## config.mk

```make
export PLATFORM = sky130hd
export DESIGN_NAME = servo_pwm_driver
export DESIGN_NICKNAME = d
export VERILOG_FILES = /design/src/rtl/servo_pkg.sv /design/src/rtl/servo_channel.sv /design/src/rtl/servo_pwm_driver.sv
export SDC_FILE = /design/constraint.sdc
export NUM_CORES = 1
export LEC_CHECK = 0
export BUFFER_PORTS_ARGS = -buffer_cell sky130_fd_sc_hd__buf_2
export CORE_ASPECT_RATIO = 2
export CORE_MARGIN = 2
export CORE_UTILIZATION = 40
export CTS_CLUSTER_SIZE = 8
export DETAILED_ROUTE_END_ITERATION = 10
export PLACE_DENSITY = 0.63
export SYNTH_ARGS = -nofsm -noshare
export SYNTH_HDL_FRONTEND = slang
export SYNTH_SLANG_ARGS = --single-unit
export TNS_END_PERCENT = 5
```

## constraint.sdc

```tcl
create_clock -name clk -period 10.25 [get_ports clk]
set_input_delay 1.025 -clock clk [delete_from_list [all_inputs] [get_ports clk]]
set_output_delay 1.025 -clock clk [all_outputs]
set_load 0.05 [all_outputs]
```

## src/rtl/servo_pkg.sv

```systemverilog
// Shared types and constants for the servo PWM driver.
//   angle_t     8-bit angle command in degrees
//   pulse_us_t  11-bit pulse width in microseconds
//   frame_us_t  15-bit position within the PWM frame, in microseconds
//   US_DIV      clock cycles per microsecond at the default 50 MHz clock
//   SCALE       fixed-point degrees->us factor (Q10) for the default pulse range
//   NUM_CH      number of servo channels
package servo_pkg;

  typedef logic [7:0]  angle_t;
  typedef logic [10:0] pulse_us_t;
  typedef logic [14:0] frame_us_t;

  localparam int unsigned NUM_CH = 4;

  function automatic int unsigned calc_us_div(input int unsigned clk_hz);
    return clk_hz / 1_000_000;
  endfunction

  // Rounded-up Q10 factor, so the top angle lands exactly on max_us after truncation.
  function automatic int unsigned calc_scale(input int unsigned min_us,
                                             input int unsigned max_us,
                                             input int unsigned angle_max);
    return (((max_us - min_us) << 10) + angle_max - 1) / angle_max;
  endfunction

  localparam int unsigned US_DIV = calc_us_div(50_000_000);
  localparam int unsigned SCALE  = calc_scale(1000, 2000, 180);

endpackage

```

## src/rtl/servo_channel.sv

```systemverilog
// One servo channel: samples the angle command at frame start, optionally slews
// the applied angle, converts it to a pulse width and compares it against the
// frame position to produce the registered PWM output.
// Optional feature: define SERVO_SLEW_EN to limit the applied angle to SLEW_STEP
// degrees of movement per frame.
// Ports:
//   clk, rst      clock, synchronous active-high reset
//   enable        1 = drive pulses, 0 = hold pwm_out low
//   frame_strobe  1-cycle pulse in the first cycle of a frame
//   frame_us      current position within the frame, us
//   angle         angle command, degrees
//   pwm_out       registered PWM output
module servo_channel
  import servo_pkg::*;
#(
  parameter int unsigned MIN_PULSE_US = 1000,
  parameter int unsigned ANGLE_MAX    = 180,
  parameter int unsigned ANGLE_RESET  = 90,
  parameter int unsigned SLEW_STEP    = 5,
  parameter int unsigned CH_SCALE     = SCALE
) (
  input  logic      clk,
  input  logic      rst,
  input  logic      enable,
  input  logic      frame_strobe,
  input  frame_us_t frame_us,
  input  angle_t    angle,
  output logic      pwm_out
);

`ifdef SERVO_SLEW_EN
  localparam bit SLEW_EN = 1'b1;
`else
  localparam bit SLEW_EN = 1'b0;
`endif

  // A step of 255 can never be exceeded, so the slew path collapses to a direct copy.
  localparam angle_t STEP        = SLEW_EN ? angle_t'(SLEW_STEP) : '1;
  localparam angle_t ANGLE_MAX_A = angle_t'(ANGLE_MAX);
  localparam angle_t ANGLE_RST_A = angle_t'(ANGLE_RESET);

  function automatic pulse_us_t angle_to_pulse(input angle_t a);
    logic [20:0] prod;
    prod = 21'(a) * 21'(CH_SCALE);
    return pulse_us_t'(MIN_PULSE_US) + prod[20:10];
  endfunction

  localparam pulse_us_t PULSE_RST = angle_to_pulse(ANGLE_RST_A);

  angle_t    target_q,  target_d;
  angle_t    applied_q, applied_d;
  pulse_us_t pulse_q,   pulse_d;
  logic      upd_q,     upd_d;
  logic      pwm_q,     pwm_d;

  always_comb begin
    target_d  = target_q;
    applied_d = applied_q;
    upd_d     = frame_strobe;

    if (frame_strobe) begin
      target_d = (angle > ANGLE_MAX_A) ? ANGLE_MAX_A : angle;
    end

    // target_q holds the fresh sample in the cycle after the strobe.
    if (upd_q) begin
      if (target_q > applied_q) begin
        applied_d = ((target_q - applied_q) > STEP) ? applied_q + STEP : target_q;
      end else begin
        applied_d = ((applied_q - target_q) > STEP) ? applied_q - STEP : target_q;
      end
    end

    pulse_d = angle_to_pulse(applied_q);
    pwm_d   = enable & (frame_us < frame_us_t'(pulse_q));
  end

  always_ff @(posedge clk) begin
    if (rst) begin
      target_q  <= ANGLE_RST_A;
      applied_q <= ANGLE_RST_A;
      pulse_q   <= PULSE_RST;
      upd_q     <= 1'b0;
      pwm_q     <= 1'b0;
    end else begin
      target_q  <= target_d;
      applied_q <= applied_d;
      pulse_q   <= pulse_d;
      upd_q     <= upd_d;
      pwm_q     <= pwm_d;
    end
  end

  assign pwm_out = pwm_q;

endmodule

```

## src/rtl/servo_pwm_driver.sv

```systemverilog
// Four-channel hobby-servo PWM driver: converts angle commands (0..180 deg) into
// standard servo pulses (1.0-2.0 ms in a 20 ms frame). Angles are sampled once per
// frame, so a servo never sees a mid-pulse change.
// Optional feature: define SERVO_SLEW_EN to limit movement to SLEW_STEP deg/frame.
// Ports:
//   clk           system clock
//   rst           synchronous, active-high reset
//   enable        1 = drive pulses, 0 = hold all pwm_out low
//   angle1..4     angle commands, degrees (values above ANGLE_MAX are clamped)
//   pwm_out[3:0]  registered servo outputs, bit0 = angle1 ... bit3 = angle4
//   frame_strobe  1-cycle pulse in the cycle a new frame starts
module servo_pwm_driver
  import servo_pkg::*;
#(
  parameter int unsigned CLK_HZ       = US_DIV * 1_000_000,
  parameter int unsigned PERIOD_US    = 20000,
  parameter int unsigned MIN_PULSE_US = 1000,
  parameter int unsigned MAX_PULSE_US = 2000,
  parameter int unsigned ANGLE_MAX    = 180,
  parameter int unsigned ANGLE_RESET  = 90,
  parameter int unsigned SLEW_STEP    = 5
) (
  input  logic       clk,
  input  logic       rst,
  input  logic       enable,
  input  logic [7:0] angle1,
  input  logic [7:0] angle2,
  input  logic [7:0] angle3,
  input  logic [7:0] angle4,
  output logic [3:0] pwm_out,
  output logic       frame_strobe
);

  localparam int unsigned DIV     = calc_us_div(CLK_HZ);
  localparam int unsigned PS_W    = (DIV > 1) ? $clog2(DIV) : 1;
  localparam int unsigned CH_SCL  = calc_scale(MIN_PULSE_US, MAX_PULSE_US, ANGLE_MAX);
  localparam logic [PS_W-1:0] PS_LAST    = PS_W'(DIV - 1);
  localparam frame_us_t       FRAME_LAST = frame_us_t'(PERIOD_US - 1);

  logic [PS_W-1:0] prescaler_q, prescaler_d;
  frame_us_t       frame_us_q,  frame_us_d;
  logic            strobe_q,    strobe_d;
  logic            tick;
  angle_t          angle_vec [NUM_CH];

  always_comb begin
    tick        = (prescaler_q == PS_LAST);
    prescaler_d = tick ? '0 : prescaler_q + 1'b1;
    frame_us_d  = frame_us_q;
    strobe_d    = 1'b0;
    if (tick) begin
      if (frame_us_q == FRAME_LAST) begin
        frame_us_d = '0;
        strobe_d   = 1'b1;
      end else begin
        frame_us_d = frame_us_q + frame_us_t'(1);
      end
    end
  end

  always_ff @(posedge clk) begin
    if (rst) begin
      prescaler_q <= '0;
      frame_us_q  <= FRAME_LAST;
      strobe_q    <= 1'b0;
    end else begin
      prescaler_q <= prescaler_d;
      frame_us_q  <= frame_us_d;
      strobe_q    <= strobe_d;
    end
  end

  always_comb begin
    angle_vec[0] = angle1;
    angle_vec[1] = angle2;
    angle_vec[2] = angle3;
    angle_vec[3] = angle4;
  end

  for (genvar i = 0; i < int'(NUM_CH); i++) begin : g_ch
    servo_channel #(
      .MIN_PULSE_US (MIN_PULSE_US),
      .ANGLE_MAX    (ANGLE_MAX),
      .ANGLE_RESET  (ANGLE_RESET),
      .SLEW_STEP    (SLEW_STEP),
      .CH_SCALE     (CH_SCL)
    ) u_ch (
      .clk          (clk),
      .rst          (rst),
      .enable       (enable),
      .frame_strobe (strobe_q),
      .frame_us     (frame_us_q),
      .angle        (angle_vec[i]),
      .pwm_out      (pwm_out[i])
    );
  end

  assign frame_strobe = strobe_q;

endmodule

```

; ---- Yosys cells after proc, flatten, opt, wreduce, memory -nomap -nowiden
; Cells that the tools add are included.
[totals]
reg_bits = 135
latch_bits = 0
ramBits = 0
rom_bits = 0
input_bits = 35
output_inout_bits = 5
wordCells = 93
n_memories = 0
[classes]
add_sub_neg = 22
n_mul = 4
div = 0
order_cmp = 20
eq_ne = 2
shift = 0
muxes = 18
n_bitwise = 5
n_reduce_logical = 2
[ops]
columns = cell, count
row1 = two-way mux 8 bit, 16
row2 = > comparator 8 bit (second input constant), 12
row3 = multiplier 8 x 13 -> 21 bit (second input constant), 4
row4 = subtractor 8 bit, 8
row5 = < comparator 15 x 11 -> 1 bit, 4
row6 = adder 10 x 11 -> 11 bit (first input constant), 4
row7 = adder 8 bit (second input constant), 4
row8 = > comparator 8 bit, 4
row9 = subtractor 8 bit (second input constant), 4
row10 = adder 15 x 1 -> 15 bit (second input constant), 1
row11 = == test 15 bit (second input constant), 1
row12 = two-way mux 15 bit, 1
row13 = adder 6 x 1 -> 6 bit (second input constant), 1
row14 = == test 6 bit (second input constant), 1
row15 = bitwise AND 1 bit, 4
row16 = OR reduction 2 bit, 2
row17 = two-way mux 1 bit, 1
row18 = inverter 1 bit, 1

; ---- Depth between registers and ports, before layout
[depth]
ltp_word = 4
mapped_depth = 21
mapped_depth_nobuf = 21

; ---- Cells and area by module
; From an unflattened synthesis, not the netlist that was laid out.
[hier_totals]
hier_cells = 1411
hier_area_um2 = 12873.6
[by_module_without_submodules]
columns = module, n_inst, cells_per_inst, area_per_inst_um2, seq_area_each_um2
row1 = servo_channel at g_ch[0].u_ch ..., 2, 322, 2960.3, 580.6
row2 = servo_channel at g_ch[1].u_ch, 1, 329, 2970.3, 580.6
row3 = servo_channel at g_ch[3].u_ch, 1, 322, 2939.1, 580.6
row4 = servo_pwm_driver, 1, 116, 1043.5, 440.4

; ---- Worst setup path before layout
; Ideal clock, no wire load.
[synth_path]
path_type = register to register
startpoint = register g_ch[2].u_ch.applied_q[6]
endpoint = register g_ch[2].u_ch.pulse_q[7]
setup_ns = 0.114
arrival_ns = 4.608
required_time_ns = 10.136
slack_ns = 5.528
path_stages_with_launch = 20
n_path_buf = 0
synth_period_minus_slack_ns = 4.722
path_cell_list = dfxtp_1 -> inv_1 -> ha_1 -> inv_1 -> fa_1 -> fa_1 -> inv_1 -> fa_1 -> inv_1 -> ha_1 -> o21a_1 -> a21o_1 -> a21oi_1 -> xor2_1 -> inv_1 -> ha_1 -> a21oi_1 -> a21oi_1 -> or3_1 -> a21o_1
[synth_between]
elab_chain_cells = 2
[synth_lines]
columns = element, line_no
row1 = start: declaration, servo_channel.sv:51  ; angle_t applied_q, applied_d;
row2 = start signal: assignment, servo_channel.sv:87  ; applied_q <= applied_d;
row3 = multiplier 8 x 13 -> 21 bit, servo_channel.sv:44  ; prod = 21'(a) * 21'(CH_SCALE);
row4 = adder 10 x 11 -> 11 bit, servo_channel.sv:45  ; return pulse_us_t'(MIN_PULSE_US) + prod[20:10];
row5 = end signal: assignment, servo_channel.sv:88  ; pulse_q <= pulse_d;
row6 = end: declaration, servo_channel.sv:52  ; pulse_us_t pulse_q, pulse_d;
; No other way between the ends.
; A chain may end at the register's enable or synchronous reset.

; ---- Worst setup path in the final report
[layout_path]
startpoint = register g_ch[2].u_ch.applied_q[5]
endpoint = register g_ch[2].u_ch.pulse_q[7]
; Same word-level chain as after synthesis.

==> impl_metrics.ini <==
[final_layout]
filler_cell_count = 3059
final_cell_mix = inv_1 (260), ha_1 (246), dfxtp_1 (134)
layout_commonest_cell = inv_1
regArea_um2 = 2700
nets = 1796
num_antenna_cells = 0
area_delta_synth_final_pct = 9.27
stdcell_area_um2 = 13900
multiInputGateArea_um2 = 8840
layout-drive-gt1-share = 0.0846

[power]
vdd_ir_drop_max_v = 0.000106
power_density_nw_per_um2 = 83.8
leakage_nw = 6.62

[setup_path]
r2r_start = g_ch[2].u_ch.applied_q[5]$_SDFFE_PP0P_
cp.required_ns = 10.58
path_max_fanout = 7
cp-end-kind = register
r2r_cells = 18
crit_type = register to register
start_kind = register
crit_end = g_ch[2].u_ch.pulse_q[7]$_SDFF_PP1_
crit_start = g_ch[2].u_ch.applied_q[5]$_SDFFE_PP0P_
arrival_ns = 5.38
reg2reg_slack_ns = 5.20
rr_endpoint = g_ch[2].u_ch.pulse_q[7]$_SDFF_PP1_

[clocking]
numCtsBuffers = 17
clock_latency_ns = 0.44
cts_tree = built
cts.clk_slew.worst_paths_ns = 0.06
cts_setup_buffers = 0
ctsResizeCount = 0
cts_max_path_buffers = 2
root_buffer = clkbuf_16
cts.htree.levels = 4
cts.sinks = 135
cts_hold_buf = 0

[sta]
setup_violations = 0
fin_setup_tns_ns = 0
slew_headroom = 0.284
grt_setup_unrepaired = false
finalCritPeriodShare = 0.493
slew_violations = 0
max_slew.worst_pin.slew_ns = 1.07
hold_violations = 0
final.setup_skew_ns = 0.0108
fin_crit_ns = 5.05
fmax_mhz = 198

[global_route]
grt_overflow_total = 0
grt_usage = 0.170
grt_pass1_vias = 9844
grt_max_degree = 62
grt_pass1_wl_mm = 45.2
antenna_found_initial = 0

[placed_design]
dpl.hpwl_mm = 22.4
io_buffers = 39
gp_congestion = 0.864
placed_cell_area_um2 = 13300

[synthesis]
synth_xor_area_frac = 0.0493
yosys.area_share.adder = 0.360
synth_compound_area_frac = 0.140
synth_edf_count = 0
synth_flop_cell = dfxtp_1
ys_ff_latch = 135
synth_cell_types = 81
ys_async_sr_fraction = 0
synth_top_area_share = 0.243
synth-seq-area-share = 0.213
syn_inst = 1416
netlist_top_cells_area = ha_1 (24%), dfxtp_1 (21%), fa_1 (12%)
synth_area_um2 = 12700
synth_top_area_cell = ha_1
synth_simple_gate_area_frac = 0.125
synth_top_family_by_area = adder cells
yosysWarnings = 0
syn_nets = 1771
muxShareOfSynthArea = 0.0235
syn_area_per_cell_um2 = 8.95

[floorplanning]
dieWidth_um = 130
start_util = 0.403
io_pins = 40
fp.dieArea_um2 = 33200
coreArea_um2 = 31400
die_h_um = 256
row_count = 92

[route]
route.detailed.drc = 0
wl_per_cell_um = 14.5
drtAntennaViolNets = 0
routed_wl_mm = 27.2
initialDrtViolationCount = 218
vias = 9546
drt-vias-per-instance = 5.09
dr.pass1.iters = 4

[status]
outcome = complete, no violations

[min_path]
hold_class = register to register

[job]
maxCapViolCount = 0
==> registers in the layout (all words and copies together), names as in the netlist <==
signal               count
g_ch.u_ch.upd_q          1
frame_us_q              15
prescaler_q              6
g_ch.u_ch.applied_q     32
g_ch.u_ch.pulse_q       44
frame_strobe             1
g_ch.u_ch.pwm_out        4
g_ch.u_ch.target_q      32
==> power by group <==
group	switching (mW)	total, mW	internal [mW]
Sequential	0.000943	0.527	0.526
Clock	0.246	0.608	0.361
Combinational	0.0178	0.0260	0.00820
Total	0.265	1.16	0.895
==> layout make-up <==
cell class | count | area share
clock buffer | 20 | 0.0315
clock inverter | 12 | 0.0101
multi-input combinational | 983 | 0.638
tap | 423 | 0.0382
sequential | 135 | 0.195
timing repair buffer | 42 | 0.0157
inverter | 262 | 0.0710
==> metal layers <==
metal  part of all wire  vias up  track usage
met5                  0        -            0
met4              0.037        0       0.0747
met3              0.021       58       0.0184
met2               0.57      136        0.338
met1               0.38     4521        0.169
li1                   -     4831            -
==> cell usage after synthesis, types with 22 or more instances <==
cell      instances
ha_1            246
xor2_1           22
xnor2_1          45
nand2_1          79
fa_1             74
a21oi_1          57
o211ai_1         23
dfxtp_1         135
nor2_1           89
nand3_1          22
inv_1           261
mux2i_1          25
nor2b_1          22
o21ai_0          41
clkbuf_1         23
==> metrics by stage <==
stage / setup WS [ns] / utilization / instances / total power, mW / hold WS (ns)
after floorplan: 5.53 / - / 1416 / 0.550 / 0.434
after global placement: 5.31 / 0.422 / 1845 / 0.565 / 0.447
after detailed placement: 5.17 / 0.422 / 1845 / 0.565 / 0.461
after CTS: 5.16 / 0.441 / 1877 / 1.17 / 0.474
after global routing: 4.81 / 0.441 / 1877 / 1.20 / 0.492
final: 5.20 / 0.441 / 1877 / 1.16 / 0.469
==> worst min-delay path by stage <==
stage / startpoint / cells past startpoint / end
final: prescaler_q[0]$_SDFF_PP0_ / 1 / prescaler_q[0]$_SDFF_PP0_
after global routing: g_ch[2].u_ch.target_q[3]$_SDFFE_PP1P_ / 2 / g_ch[2].u_ch.target_q[3]$_SDFFE_PP1P_
after CTS: g_ch[2].u_ch.target_q[3]$_SDFFE_PP1P_ / 2 / g_ch[2].u_ch.target_q[3]$_SDFFE_PP1P_
after detailed placement: g_ch[2].u_ch.target_q[3]$_SDFFE_PP1P_ / 2 / g_ch[2].u_ch.target_q[3]$_SDFFE_PP1P_
after global placement: prescaler_q[0]$_SDFF_PP0_ / 1 / prescaler_q[0]$_SDFF_PP0_
after floorplan: prescaler_q[0]$_SDFF_PP0_ / 1 / prescaler_q[0]$_SDFF_PP0_
==> kinds of logic after synthesis <==
group	after synthesis
buffers and inverters	298
AND/OR/NAND/NOR	320
AO/OA/AOI/OAI	245
multiplexers	29
XOR/XNOR	69
adder cells (fa/ha/maj)	320
flip-flops	135
==> worst max-delay path: stages, from the launching register on <==
cell and delay [ns]:
dfxtp_1 0.50, fa_1 0.46, ha_1 0.29, inv_1 0.05
fa_1 0.53, inv_1 0.06, fa_1 0.47, ha_1 0.24
nor3_1 0.24, o221ai_2 0.18, a21o_1 0.23, a21oi_1 0.22
xor2_1 0.30, inv_1 0.10, ha_1 0.24, a21oi_1 0.23
a21oi_1 0.08, or3_1 0.34, a21o_1 0.18
Note: power is estimated with default switching activity, not from simulation.
